`src/rtl/onehot_encoder_seq.sv`:
```
// Sequential bit-scan encoder: accepts a WIDTH-bit vector and emits the index of each set bit, one per beat.
// Optional macro ONEHOT_ENCODER_ZERO_BEAT_EN makes an all-zero vector produce a single out_zero beat.
module onehot_encoder_seq #(
  parameter int WIDTH = 8,
  parameter int LSB_FIRST = 1,
  localparam int IDX_W = $clog2(WIDTH)
) (
  input  logic             clk,
  input  logic             rst,
  input  logic             in_valid,
  output logic             in_ready,
  input  logic [WIDTH-1:0] in_data,
  output logic             out_valid,
  input  logic             out_ready,
  output logic [IDX_W-1:0] out_idx,
  output logic             out_last,
  output logic             out_zero
);

  // Handshakes: a transfer happens on a rising edge where valid && ready are both 1;
  // valid never depends combinationally on ready, and beat fields hold while valid && !ready.
  typedef enum logic {IDLE, BUSY} state_t;

  state_t           state_q, state_d;
  logic [WIDTH-1:0] pending_q, pending_d;
  logic [IDX_W-1:0] sel_idx;
  logic [WIDTH-1:0] sel_mask;
  logic             single_bit;
  logic             last_beat;

`ifdef ONEHOT_ENCODER_ZERO_BEAT_EN
  logic zero_q, zero_d;
`else
  localparam logic zero_q = 1'b0;
`endif

  // Priority pick works on registered pending only, so no input reaches the outputs combinationally.
  always_comb begin
    sel_idx  = '0;
    sel_mask = '0;
    if (LSB_FIRST != 0) begin
      for (int i = WIDTH - 1; i >= 0; i--) begin
        if (pending_q[i]) begin
          sel_idx     = IDX_W'(i);
          sel_mask    = '0;
          sel_mask[i] = 1'b1;
        end
      end
    end else begin
      for (int i = 0; i < WIDTH; i++) begin
        if (pending_q[i]) begin
          sel_idx     = IDX_W'(i);
          sel_mask    = '0;
          sel_mask[i] = 1'b1;
        end
      end
    end
  end

  assign single_bit = (pending_q != '0) && ((pending_q & (pending_q - WIDTH'(1))) == '0);
  assign last_beat  = single_bit | zero_q;

  always_comb begin
    state_d   = state_q;
    pending_d = pending_q;
`ifdef ONEHOT_ENCODER_ZERO_BEAT_EN
    zero_d    = zero_q;
`endif
    case (state_q)
      IDLE: begin
        if (in_valid) begin
          pending_d = in_data;
          if (in_data != '0) begin
            state_d = BUSY;
          end
`ifdef ONEHOT_ENCODER_ZERO_BEAT_EN
          else begin
            state_d = BUSY;
            zero_d  = 1'b1;
          end
`endif
        end
      end
      BUSY: begin
        if (out_ready) begin
          pending_d = pending_q & ~sel_mask;
`ifdef ONEHOT_ENCODER_ZERO_BEAT_EN
          zero_d    = 1'b0;
`endif
          if (last_beat) begin
            state_d = IDLE;
          end
        end
      end
      default: state_d = IDLE;
    endcase
  end

  always_ff @(posedge clk) begin
    if (rst) begin
      state_q   <= IDLE;
      pending_q <= '0;
`ifdef ONEHOT_ENCODER_ZERO_BEAT_EN
      zero_q    <= 1'b0;
`endif
    end else begin
      state_q   <= state_d;
      pending_q <= pending_d;
`ifdef ONEHOT_ENCODER_ZERO_BEAT_EN
      zero_q    <= zero_d;
`endif
    end
  end

  // pending is always zero in IDLE, so idx/last read 0 there without extra gating.
  assign in_ready  = (state_q == IDLE) && !rst;
  assign out_valid = (state_q == BUSY);
  assign out_idx   = sel_idx;
  assign out_last  = last_beat;
  assign out_zero  = zero_q;

endmodule
```
`config.mk`:
```
export PLATFORM = sky130hd
export DESIGN_NAME = onehot_encoder_seq
export DESIGN_NICKNAME = d
export VERILOG_FILES = /design/src/rtl/onehot_encoder_seq.sv
export SDC_FILE = /design/constraint.sdc
export NUM_CORES = 1
export LEC_CHECK = 0
export CORE_UTILIZATION = 25
export DETAILED_ROUTE_END_ITERATION = 6
export DONT_BUFFER_PORTS = 1
export SYNTH_ARGS = -nofsm -noshare
export SYNTH_HDL_FRONTEND = slang
export SYNTH_SLANG_ARGS = --single-unit
```
`constraint.sdc`:
```
create_clock -name clk -period 1.65 [get_ports clk]
set_clock_uncertainty 0.2 [all_clocks]
set_input_delay 0.165 -clock clk [delete_from_list [all_inputs] [get_ports clk]]
set_output_delay 0.165 -clock clk [all_outputs]
set_load 0.05 [all_outputs]
```
# Word level (Yosys, flattened, before mapping)

Cells that the tools add are included.

Register bits after elaboration: 9
Input port bits: 12
Output and inout bits: 7
Logic and storage cells: 40

Add/sub/neg operators: 1
Eq/ne operators: 2
Muxes and demuxes: 24
Bitwise logic cells: 4
Reduce and logical (&&, ||, !) cells: 7

Operators by type and width:

| operator                                         | count |
|---|---|
| two-way mux 8 bit                                | 10 |
| two-way mux 3 bit                                | 8 |
| bitwise AND 8 bit                                | 2 |
| one-hot mux 8 bit (2 select lines)               | 1 |
| nonzero test 8 bit                               | 2 |
| zero test 8 bit                                  | 1 |
| inverter 8 bit                                   | 1 |
| subtractor 8 x 1 -> 8 bit, second input constant | 1 |
| two-way mux 1 bit                                | 4 |
| inequality test 2 bit, second input constant     | 2 |
| logical AND 1 bit                                | 2 |
| one-hot mux 1 bit (2 select lines)               | 1 |
| AND reduction 2 bit                              | 1 |
| zero test 1 bit                                  | 1 |
| inverter 1 bit                                   | 1 |

# Logic depth before layout (Yosys ltp)

Depth in word-level cells: 12
Mapped depth: 6
Gate-level depth less buffers: 5

# Least setup slack after synthesis

Ideal clock, no wire load.

Path kind: flip-flop to output port
From: reg pending_q[4]
To: out out_idx[1]
Arrival time: 1.733 ns
Data required time: 1.285 ns
Path slack: -0.448 ns
Stages on the path, launching flop included: 5
Path buffers: 1
Cell sequence: dfxtp_1 buf_6 nor2_1 o21ai_0 a21boi_0

Cells in the longest elaborated chain, start to end: 5

RTL lines:

| item                            | line | RTL |
|---|---|---|
| from (decl)                     | 25   | `logic [WIDTH-1:0] pending_q, pending_d;` |
| from (signal assigned)          | 108  | `pending_q <= pending_d;` |
| two-way mux 3 bit (5 in series) | 43   | `if (pending_q[i]) begin` |
| to (decl)                       | 15   | `output logic [IDX_W-1:0] out_idx,` |

Every way passes these cells.

# Worst setup path in the final report

From: reg pending_q[1]
To: out out_last

Cells in the longest elaborated chain, start to end: 4
Elaborated cells between the ends (all ways): 5
Classes of those cells: add/sub: 1; bitwise: 1; reduce/logical: 3

RTL lines:

| item                      | line | RTL |
|---|---|---|
| subtractor 8 x 1 -> 8 bit | 60   | `assign single_bit = (pending_q != '0) && ((pending_q & (pending_q - WIDTH'(1))) == '0);` |
| bitwise AND 8 bit         | 60   |  |
| zero test 8 bit           | 60   |  |
| logical AND 1 bit *       | 60   |  |
| to (decl)                 | 16   | `output logic out_last,` |

Every way passes the cells marked *; elsewhere a longest branch is shown, timed or not.

==> flow_metrics.env <==
export IMPL_status="complete, but fails checks"
export IMPL_violations="negative setup slack"
export IMPL_crit_type="flop to output port"
export IMPL_synth_area_um2=622
export IMPL_p_per_area_mw_per_mm2=846
export IMPL_synthTopCellsByArea="dfxtp_1 29%, nor2_1 9.1%, a21oi_1 7.2%"
export IMPL_die_h_um=51.9
export IMPL_cts_max_path_buffers=2
export IMPL_regToRegSetupSlack_ps=-210
export IMPL_cp_required_ps=1280
export IMPL_clk_latency_ps=270
export IMPL_cts_buffers=3
export IMPL_wl_per_cell_um=12.2
export IMPL_diodes=0
export IMPL_drt_iter0_markers=7
export IMPL_startpoint_type="flop"
export IMPL_holdWs_ps=27.6
export IMPL_vias=713
export IMPL_grt_first_pass_wirelength_um=2960
export IMPL_antenna_found_initial=0
export IMPL_final_common_cell="buf_4"
export IMPL_cp_max_fo=4
export IMPL_layout_nets=130
export IMPL_whs_endpoint="pending_q[3]$_SDFFE_PP0P_"
export IMPL_portBuffers=0
export IMPL_syn_num_nets=95
export IMPL_wl_um=1770
export IMPL_reg2reg_from="pending_q[1]$_SDFFE_PP0P_"
export IMPL_leakagePower_uw=0.000429
export IMPL_setup_viol=6
export IMPL_finalCritPeriodShare=1.14
export IMPL_yosys_area_top_type="dfxtp_1"
export IMPL_core_area_mm2=0.00228
export IMPL_fp_row_count=17
export IMPL_synth_cell_types=26
export IMPL_fmax_mhz=530
export IMPL_gp_congestion=0.790
export IMPL_drive_gt1_frac=0.496
export IMPL_clock_sinks=9
export IMPL_clock_tree_root_cell="clkbuf_4"
export IMPL_top_layer="met4"
export IMPL_cp_end_kind="output port"
export IMPL_wl_met2_um=859
export IMPL_avgSynthCellArea_um2=7.49
export IMPL_syn_inst=83
export IMPL_firstDrtPassIters=4
export IMPL_track_usage=0.149
export IMPL_hpwl_um=1210
export IMPL_die_area_mm2=0.00269
export IMPL_ios=19
export IMPL_setup_ws_ps=-239
export IMPL_path_clk_slew_ps=60
export IMPL_r2r_end="pending_q[7]$_SDFFE_PP0P_"
export IMPL_cp_arrival_ps=1520
export IMPL_reg2regPathDepth=5
export IMPL_slew_viol_final=0
export IMPL_start_util=0.273
export IMPL_worstHoldPathCells=2
export IMPL_syn2layout_area_growth_pct=78.5
export IMPL_hold_class="primary input to flop"
export IMPL_hp_start="in_valid"
export IMPL_wl_met1_um=776
export IMPL_seq_area_frac_synth=0.290
export IMPL_hold_viol=0
export IMPL_grt_pass1_vias=706
export IMPL_irDropWorstVdd_v=0.000404
export IMPL_post_route_min_period_ps=1890
export IMPL_cts_tree="yes"
export IMPL_layout_common_cells="18 x buf_4, 11 x dlygate4sd3_1, 10 x nor2_1, 10 x nand2_1"
export IMPL_grt_overflow=0
export IMPL_wl_met3_um=92
export IMPL_yosysWarnings=0
export IMPL_dieWidth_um=51.9
export IMPL_grt_max_degree=10
export IMPL_rsz0062_at_grt="true"
export IMPL_htree_levels=1
export IMPL_maxCapViolCount=0
export IMPL_antenna_left=0
export IMPL_setup_tns_ps=-885
export IMPL_synth_top_area_share=0.290
export IMPL_drc=0
export IMPL_ys_ff_latch=9
export IMPL_vias_per_cell=4.92
flip-flops by register name, summed over array words and instances, names as in the netlist:
signal,cells
out_valid,1
pending_q,8
power by group:
group | leakage (µW) | switching [µW] | total [µW] | internal, µW
Sequential | 0.0000789 | 33.2 | 271 | 237
Combinational | 0.000335 | 255 | 496 | 241
Clock | 0.0000150 | 79.5 | 173 | 93.4
cell families (layout without fill, tap and decap cells):
kind of cell / after synthesis / count (layout) / share of synthesized area
other cells: 1 / 1 / 0.00603
simple gates: 47 / 47 / 0.419
compound gates: 18 / 18 / 0.189
buf+inv: 8 / 42 / 0.0966
flops: 9 / 9 / 0.290
what timing repair did:
item,CTS,global route
buffers inserted,3,1
resized for setup,23,15
hold endpoints to repair,9,0
pin swaps,10,7
hold buffers,11,0
setup endpoints to repair,7,8
synth_stat cells:
| master | n |
|---|---|
| o21ai_0 | 1 |
| a21oi_1 | 9 |
| a211oi_1 | 1 |
| dfxtp_1 | 9 |
| a2111oi_0 | 1 |
| nor4b_1 | 3 |
| nand2b_1 | 1 |
| o211ai_1 | 1 |
| nor4_1 | 5 |
| o21bai_1 | 1 |
| nor2_1 | 15 |
| buf_4 | 2 |
| nor3_1 | 2 |
| inv_1 | 2 |
| nand2_1 | 10 |
| o21ai_1 | 1 |
| o211ai_2 | 1 |
| nand4bb_4 | 1 |
| buf_6 | 3 |
| o41a_1 | 1 |
| a21boi_0 | 1 |
| clkbuf_1 | 1 |
| nand3_1 | 6 |
| or3_4 | 2 |
| conb_1 | 1 |
| nor2b_1 | 2 |
critical path, stage by stage (launching register included):
cell     delay (ps)
dfxtp_4         360
nor4_4          250
buf_4           160
nand3_2          80
nand3_2          80
a21oi_2          50
nor2_4          130
buf_12          140
how the worst max path moves through the flow:
| stage | from | end | slack [ps] | cells after the start |
|---|---|---|---|---|
| floorplan | out_valid$_SDFF_PP0_ | pending_q[7]$_SDFFE_PP0P_ | -180 | 5 |
| global placement | pending_q[0]$_SDFFE_PP0P_ | out_valid$_SDFF_PP0_ | -160 | 6 |
| detailed placement | pending_q[1]$_SDFFE_PP0P_ | pending_q[7]$_SDFFE_PP0P_ | -170 | 5 |
| CTS | pending_q[1]$_SDFFE_PP0P_ | out_last | -210 | 7 |
| global route | pending_q[1]$_SDFFE_PP0P_ | out_last | -310 | 7 |
| finish | pending_q[1]$_SDFFE_PP0P_ | out_last | -240 | 7 |
layer usage:
metal  GRT usage  vias to the layer above
met5           0                        -
met1       0.179                      318
met3      0.0263                        5
met2       0.239                       23
met4      0.0991                        0
li1            -                      367
per-stage QoR:
stage,instances,power [µW],util,worst slack [ps],area [µm²]
6_report,145,939,0.488,-239,1110
5_1_grt,145,994,0.488,-313,1110
4_1_cts,144,916,0.456,-208,1040
3_5_place_dp,126,661,0.352,-173,801
3_3_place_gp,126,659,0.352,-162,801
2_1_floorplan,83,517,-,-180,636
area by class of cell:
| type | count | area [µm²] |
|---|---|---|
| Clock buffer | 4 | 26.3 |
| Fill cell | 223 | 1170 |
| Inverter | 2 | 7.51 |
| Multi-Input combinational cell | 66 | 494 |
| Sequential cell | 9 | 205 |
| Tap cell | 28 | 35.0 |
| Timing Repair Buffer | 36 | 342 |
(Power assumes the default switching activity.)
